==> src/rtl/fetch_unit_pkg.sv <==
// fetch_unit_pkg: shared pipeline stage register types, bubble constant and fetch FSM encoding.
package fetch_unit_pkg;

    localparam logic [31:0] NOP_INST = 32'h0000_0013;

    typedef struct packed {
        logic [31:0] pc;
        logic [31:0] fetched_inst;
        logic        do_not_execute;
    } if_id_t;

    typedef enum logic [1:0] {
        FETCH_REQ,
        FETCH_WAIT,
        FETCH_HOLD,
        FETCH_DISCARD
    } fetch_state_e;

    function automatic if_id_t bubble(input logic [31:0] pc);
        return '{pc: pc, fetched_inst: NOP_INST, do_not_execute: 1'b1};
    endfunction

endpackage

==> src/rtl/fetch_unit_if.sv <==
// fetch_unit_if: instruction memory request (valid/ready) and response (valid-only) channels.
interface fetch_unit_if;
    logic        req_valid;
    logic        req_ready;
    logic [31:0] req_addr;
    logic        rsp_valid;
    logic [31:0] rsp_data;

    modport master (output req_valid, req_addr, input req_ready, rsp_valid, rsp_data);
    modport slave  (input req_valid, req_addr, output req_ready, rsp_valid, rsp_data);
endinterface

==> src/rtl/fetch_unit.sv <==
// fetch_unit: fetch PC, one-outstanding imem requests and the IF_ID register feeding decode.
module fetch_unit
    import fetch_unit_pkg::*;
#(
    parameter logic [31:0] RESET_PC = 32'h0000_0000
) (
    input  logic              clk,
    input  logic              reset,
    fetch_unit_if.master      imem,
    input  logic              redirect_valid,
    input  logic [31:0]       redirect_pc,
    input  logic              stall,
    output if_id_t            if_id_r
);

    fetch_state_e state;
    logic [31:0]  fetch_pc;
    logic [31:0]  pend;
    logic         hs;

    assign imem.req_valid = (state == FETCH_REQ) && !reset;
    assign imem.req_addr  = fetch_pc;
    assign hs             = imem.req_valid && imem.req_ready;

    always_ff @(posedge clk) begin
        if (reset) begin
            state    <= FETCH_REQ;
            fetch_pc <= RESET_PC;
            pend     <= '0;
            if_id_r  <= bubble(32'h0);
        end else if (redirect_valid) begin
            // a request still in flight must have its response swallowed
            fetch_pc <= redirect_pc & ~32'h3;
            pend     <= '0;
            if_id_r  <= bubble(fetch_pc);
            state    <= ((state == FETCH_REQ) && hs) ||
                        ((state == FETCH_WAIT || state == FETCH_DISCARD) && !imem.rsp_valid)
                        ? FETCH_DISCARD : FETCH_REQ;
        end else begin
            case (state)
                FETCH_REQ: begin
                    if (hs) state <= FETCH_WAIT;
                    if (!stall) if_id_r <= bubble(fetch_pc);
                end
                FETCH_WAIT: begin
                    if (imem.rsp_valid && stall) begin
                        pend  <= imem.rsp_data;
                        state <= FETCH_HOLD;
                    end else if (imem.rsp_valid) begin
                        if_id_r  <= '{pc: fetch_pc, fetched_inst: imem.rsp_data, do_not_execute: 1'b0};
                        fetch_pc <= fetch_pc + 32'd4;
                        state    <= FETCH_REQ;
                    end else if (!stall) begin
                        if_id_r <= bubble(fetch_pc);
                    end
                end
                FETCH_HOLD: begin
                    if (!stall) begin
                        if_id_r  <= '{pc: fetch_pc, fetched_inst: pend, do_not_execute: 1'b0};
                        fetch_pc <= fetch_pc + 32'd4;
                        state    <= FETCH_REQ;
                    end
                end
                default: begin
                    if (imem.rsp_valid) state <= FETCH_REQ;
                    if (!stall) if_id_r <= bubble(fetch_pc);
                end
            endcase
        end
    end

endmodule

==> src/flat_wrapper.sv <==
// flat-port wrapper written by rule: the top's interface ports become plain ports
module fetch_unit_flat import fetch_unit_pkg::*;
#(
    parameter logic [31:0] RESET_PC = 32'h0000_0000
)
  (clk, reset, redirect_valid, redirect_pc, stall, if_id_r, imem_req_valid, imem_req_addr, imem_req_ready, imem_rsp_valid, imem_rsp_data);
  fetch_unit_if imem_i ();
  input  logic clk;
  input  logic reset;
  input  logic redirect_valid;
  input  logic [31:0] redirect_pc;
  input  logic stall;
  output if_id_t if_id_r;
  output wire logic [$bits(imem_i.req_valid)-1:0] imem_req_valid;
  output wire logic [$bits(imem_i.req_addr)-1:0] imem_req_addr;
  input wire logic [$bits(imem_i.req_ready)-1:0] imem_req_ready;
  input wire logic [$bits(imem_i.rsp_valid)-1:0] imem_rsp_valid;
  input wire logic [$bits(imem_i.rsp_data)-1:0] imem_rsp_data;
  assign imem_req_valid = imem_i.req_valid;
  assign imem_req_addr = imem_i.req_addr;
  assign imem_i.req_ready = imem_req_ready;
  assign imem_i.rsp_valid = imem_rsp_valid;
  assign imem_i.rsp_data = imem_rsp_data;
  fetch_unit #(.RESET_PC(RESET_PC)) u_core (.clk(clk), .reset(reset), .imem(imem_i), .redirect_valid(redirect_valid), .redirect_pc(redirect_pc), .stall(stall), .if_id_r(if_id_r));
endmodule
==> config.mk <==
export PLATFORM = sky130hd
export DESIGN_NAME = fetch_unit_flat
export DESIGN_NICKNAME = d
export VERILOG_FILES = /design/src/rtl/fetch_unit_pkg.sv /design/src/rtl/fetch_unit_if.sv /design/src/rtl/fetch_unit.sv /design/src/flat_wrapper.sv
export SDC_FILE = /design/constraint.sdc
export NUM_CORES = 1
export LEC_CHECK = 0
export ABC_AREA = 0
export CAP_MARGIN = 20
export CORE_MARGIN = 2
export CORE_UTILIZATION = 50
export DETAILED_ROUTE_END_ITERATION = 10
export PLACE_DENSITY_LB_ADDON = 0.3
export REMOVE_ABC_BUFFERS = 1
export SYNTH_ARGS = -nofsm -noshare
export SYNTH_HDL_FRONTEND = slang
export SYNTH_SLANG_ARGS = --single-unit
==> constraint.sdc <==
create_clock -name clk -period 3.15 [get_ports clk]
set_input_delay 0.315 -clock clk [delete_from_list [all_inputs] [get_ports clk]]
set_output_delay 0.315 -clock clk [all_outputs]
set_load 0.05 [all_outputs]
After elaboration in Yosys (flattened, before gate mapping). Cells that the tools add are included.

Flip-flop bits (word level): 131. Latch bits: 0. RAM bits: 0. ROM bits: 0. Output and inout bits: 98. Memories kept: 0.

$add $sub $neg: 1. $mul: 0. Divide/modulo/power cells: 0. Magnitude comparators: 0. Equal/unequal tests: 10. Shift-type cells: 0. Mux-type cells: 18. Bitwise logic cells: 0. Reduce and logical (&&, ||, !) cells: 19.

Operator list (number): $mux W65 (5); $pmux W65 S2 (1); $mux W32 (4); $pmux W32 S2 (1); $add A32 B3 Y32 const B (1); $mux W2 (6); $ne A3 B3 Y1 const B (3); $reduce_and A2 Y1 (4); $reduce_and A4 Y1 (2); $ne A2 B2 Y1 const B (3); $pmux W2 S3 (1); $logic_and A1 B1 Y1 (5); $eq A2 B2 Y1 const B (2); $ne A3 B2 Y1 const B (1); $reduce_bool A3 Y1 (1); $eq A2 B1 Y1 const B (1); $logic_not A1 Y1 (2); $logic_not A2 Y1 (1); $logic_or A1 B1 Y1 (2); $reduce_bool A2 Y1 (1); $reduce_or A2 Y1 (1).

Depth between registers and ports, before layout.
Depth after elaboration: 7. Mapped depth: 10.

Worst setup path before layout. Ideal clock, no wire load.

Path type: register to register. Start: reg u_core.fetch_pc[2] (netlist: u_core.imem.req_addr[2]). End: reg u_core.fetch_pc[29] (netlist: u_core.imem.req_addr[29]). Setup time: 0.103 ns. Data arrival time: 2.043 ns. Required time: 3.047 ns. Setup slack: 1.003 ns. Stages on the path, launching flop included: 6. Path buffers: 0. Path through: dfxtp_1 -> nand4_1 -> nor4_1 -> and2_1 -> o21ai_1 -> a2111oi_2.

Cells in the longest elaborated chain, start to end: 5. Elaborated cells on any way between the ends: 6.

Ends and longest elaborated chain: start: declaration (line fetch_unit.sv:17) `logic [31:0] fetch_pc;`; start signal: assignment (line fetch_unit.sv:33) `fetch_pc <= redirect_pc & ~32'h3;`; start signal: assignment (line fetch_unit.sv:51) `fetch_pc <= fetch_pc + 32'd4;`; start signal: assignment (line fetch_unit.sv:60) `fetch_pc <= fetch_pc + 32'd4;`; $add A32 B3 Y32 * (line fetch_unit.sv:51, fetch_unit.sv:60); $mux W32 (line fetch_unit.sv:49) `end else if (imem.rsp_valid) begin`; $mux W32 (line fetch_unit.sv:46) `if (imem.rsp_valid && stall) begin`; $pmux W32 S2 * (line fetch_unit.sv:40) `case (state)`; $mux W32 * (line fetch_unit.sv:31) `end else if (redirect_valid) begin`.

Every way passes the cells marked *; elsewhere a longest branch is shown, timed or not. The select of a mux whose other input is x is not followed. A chain may end at the register's enable or synchronous reset.

Worst setup path in the final report.
Start: reg u_core.state[0]. End: out imem_req_valid.

Cells in the longest elaborated chain, start to end: 2.

Ends and longest elaborated chain: start: declaration (line fetch_unit.sv:16) `fetch_state_e state;`; start signal: assignment (line fetch_unit.sv:36) `state <= ((state == FETCH_REQ) && hs) ||`; $logic_not A2 Y1 (line fetch_unit.sv:21) `assign imem.req_valid = (state == FETCH_REQ) && !reset;`; $logic_and A1 B1 Y1 (line fetch_unit.sv:21); end: declaration (line flat_wrapper.sv:14) `output wire logic [$bits(imem_i.req_valid)-1:0] imem_req_valid;`.

No other way between the ends.

==> results.sh <==
export IMPL_reg2reg_depth=8
export IMPL_htreeDepth=4
export IMPL_synth_warnings=0
export IMPL_finalSetupViolations=0
export IMPL_power_mw=4.67
export IMPL_power_density_mw_per_mm2=590
export IMPL_core_area_mm2=0.0108
export IMPL_wl_met1_mm=6.32
export IMPL_dp_hpwl_mm=10.6
export IMPL_seqCellArea_mm2=0.00258
export IMPL_path_depth=4
export IMPL_drc_errors=0
export IMPL_max_freq_mhz=389
export IMPL_hold_buffers=0
export IMPL_outcome="finished, final reports clean"
export IMPL_numCtsBuffers=17
export IMPL_critPathKind="flip-flop to output port"
export IMPL_mostFrequentLayoutCells="clkdlybuf4s50_1, dfxtp_1, nor2_1"
export IMPL_synth_edf_count=0
export IMPL_drtIter0Drc=441
export IMPL_antenna_cells=0
export IMPL_gp_congestion=0.801
export IMPL_drive_above_1_share_pct=7.05
export IMPL_postCtsSetupBuffers=0
export IMPL_final_cells=948
export IMPL_crit_required_ns=2.83
export IMPL_post_route_min_period_ns=2.57
export IMPL_syn_to_final_growth_pct=43.7
export IMPL_root_buffer="clkbuf_8"
export IMPL_crit_buf_inv=2
export IMPL_multi_input_area_mm2=0.00268
export IMPL_dpl_cell_count=914
export IMPL_crit_chain="inv_1 > ha_1 > nor2b_1 > clkdlybuf4s50_1"
export IMPL_gr_total_overflow=0
export IMPL_start_util_pct=51.1
export IMPL_cts_tree="done"
export IMPL_worst_pin_slew_ns=0.628
export IMPL_clock_path_buffers=2
export IMPL_met3WireLength_mm=1.33
export IMPL_hold_class="primary input to flip-flop"
export IMPL_critical_path_top_delay_family="buffers and inverters"
export IMPL_ioPinCount=168
export IMPL_crit_slowest_cell="clkdlybuf4s50_1"
export IMPL_yosys_cell_types_count=41
export IMPL_synth_area_mm2=0.00551
export IMPL_nets=870
export IMPL_clk_latency_ns=0.51
export IMPL_vdd_drop_max_mv=0.330
export IMPL_cp_start_kind="flip-flop"
export IMPL_grt_util_all_layers_pct=27.7
export IMPL_wire_per_inst_um=17.3
export IMPL_clk_pin_slew_ns=0.06
export IMPL_leakage_nw=2.80
export IMPL_num_vias=5551
export IMPL_antenna_left=0
export IMPL_maxCapViolations=0
export IMPL_top_layer="met4"
export IMPL_finalHoldViolCount=0
export IMPL_fin_skew_ns=0.0147
export IMPL_grt_pass1_wl_mm=25.8
export IMPL_cts_resized=0
export IMPL_rows=38
export IMPL_slew_viol_final=0
export IMPL_syn_avg_cell_area_um2=8.48
export IMPL_async_flop_share_pct=0
export IMPL_cp_arrival_ns=2.26
export IMPL_hold_ws_ns=0.0993
export IMPL_post_drt_via_cell_ratio=5.86
export IMPL_synth_seq_cells=129
export IMPL_synth_yosys_seq_area_share_pct=46.9
export IMPL_cp_slowest_stage_delay_ns=0.83
export IMPL_routed_wl_mm=16.4
export IMPL_fp_dieW_um=109
export IMPL_wl_met2_mm=8.33
export IMPL_rsz0062_at_grt="false"
export IMPL_io_buffers=163
export IMPL_final_util_pct=73.4
export IMPL_antenna_found_initial=0
export IMPL_finalCritPeriodShare_pct=81.6
export IMPL_grt_pass1_vias=5468
export IMPL_die_y_um=109
export IMPL_synthCells=650
export IMPL_dieArea_mm2=0.0119
export IMPL_layout_commonest_cell="clkdlybuf4s50_1"
export IMPL_holdPathStages=2
export IMPL_endpoint_kind="output port"
export IMPL_synth_top_flop_cell="dfxtp_1"
export IMPL_fillers=782
export IMPL_cp_max_fo=4
export IMPL_drtPass1Iterations=5
export IMPL_cts_sinks=129
export IMPL_relSlewSlack_pct=58.1
export IMPL_grt_max_degree=61
[layer usage]
metal | vias up | track usage [%]
met4 | 0 | 10.3
li1 | 2585 | -
met1 | 2660 | 31.8
met2 | 260 | 48.7
met3 | 46 | 7.95
met5 | - | 0
[logic make-up (layout without fill, tap and decap cells)]
group           Yosys count  count (layout)  share of synthesized area (%)
compound gates          174             174                           22.5
other cells               1               2                         0.0681
mux                       3               3                          0.545
xor+xnor                 28              28                           4.45
buf+inv                  66             223                           4.72
flops                   129             129                           46.9
fa+ha+maj                 5               5                           1.14
simple gates            244             244                           19.8
[power by group]
part | internal (mW) | switching [mW]
clock network | 1.43 | 0.724
logic | 0.285 | 0.474
registers | 1.69 | 0.0644
total | 3.41 | 1.26
[through the flow]
| step | instance area (um2) | worst slack, ns | setup TNS [ns] |
|---|---|---|---|
| 2_1_floorplan | 5310 | -0.239 | -7.17 |
| 3_3_place_gp | 7200 | 0.571 | 0 |
| 3_5_place_dp | 7200 | 0.546 | 0 |
| 4_1_cts | 7860 | 0.572 | 0 |
| 5_1_grt | 7920 | 0.467 | 0 |
| 6_report | 7920 | 0.579 | 0 |
[synth_stat cells (4+ instances only)]
cell	count	area, um2
and3_1	8	50.1
xnor2_1	13	114
a21oi_1	43	215
o21ai_0	6	30.0
nand3_1	12	60.1
dfxtp_1	129	2580
inv_1	14	52.6
xor2_1	15	131
ha_1	5	62.6
buf_2	4	20.0
clkbuf_1	46	173
nor2_1	96	360
and2_1	6	37.5
nand2_1	83	312
a22oi_1	63	473
nand4_1	13	81.3
a211oi_1	19	143
a22o_1	30	263
nor4_1	5	31.3
nor3_1	6	30.0
[registers in the layout (all words and copies together) (netlist names)]
register,flops
u_core.state,2
u_core.imem.req_addr,30
u_core.if_id_r,65
u_core.pend,32
[area by class of cell]
| class | instances | area share [%] |
|---|---|---|
| Clock buffer | 20 | 5.75 |
| Tap cell | 140 | 2.21 |
| Multi-Input combinational cell | 456 | 33.8 |
| Timing Repair Buffer | 177 | 22.4 |
| Inverter | 14 | 0.664 |
| Clock inverter | 12 | 2.58 |
| Sequential cell | 129 | 32.6 |
[path summary, 6_finish.rpt]
check / from / to / slack [ns]
max: u_core.state[0]$_SDFFE_PP0P_ / imem_req_valid / 0.58
min: reset / u_core.state[0]$_SDFFE_PP0P_ / 0.1
max reg2reg: u_core.state[1]$_SDFFE_PP0P_ / u_core.imem.req_addr[30]$_SDFFE_PP0P_ / 0.74
min reg2reg: u_core.pend[25]$_SDFFE_PP0N_ / u_core.pend[25]$_SDFFE_PP0N_ / 0.46
No activity file was read; power rests on OpenSTA's default activity.
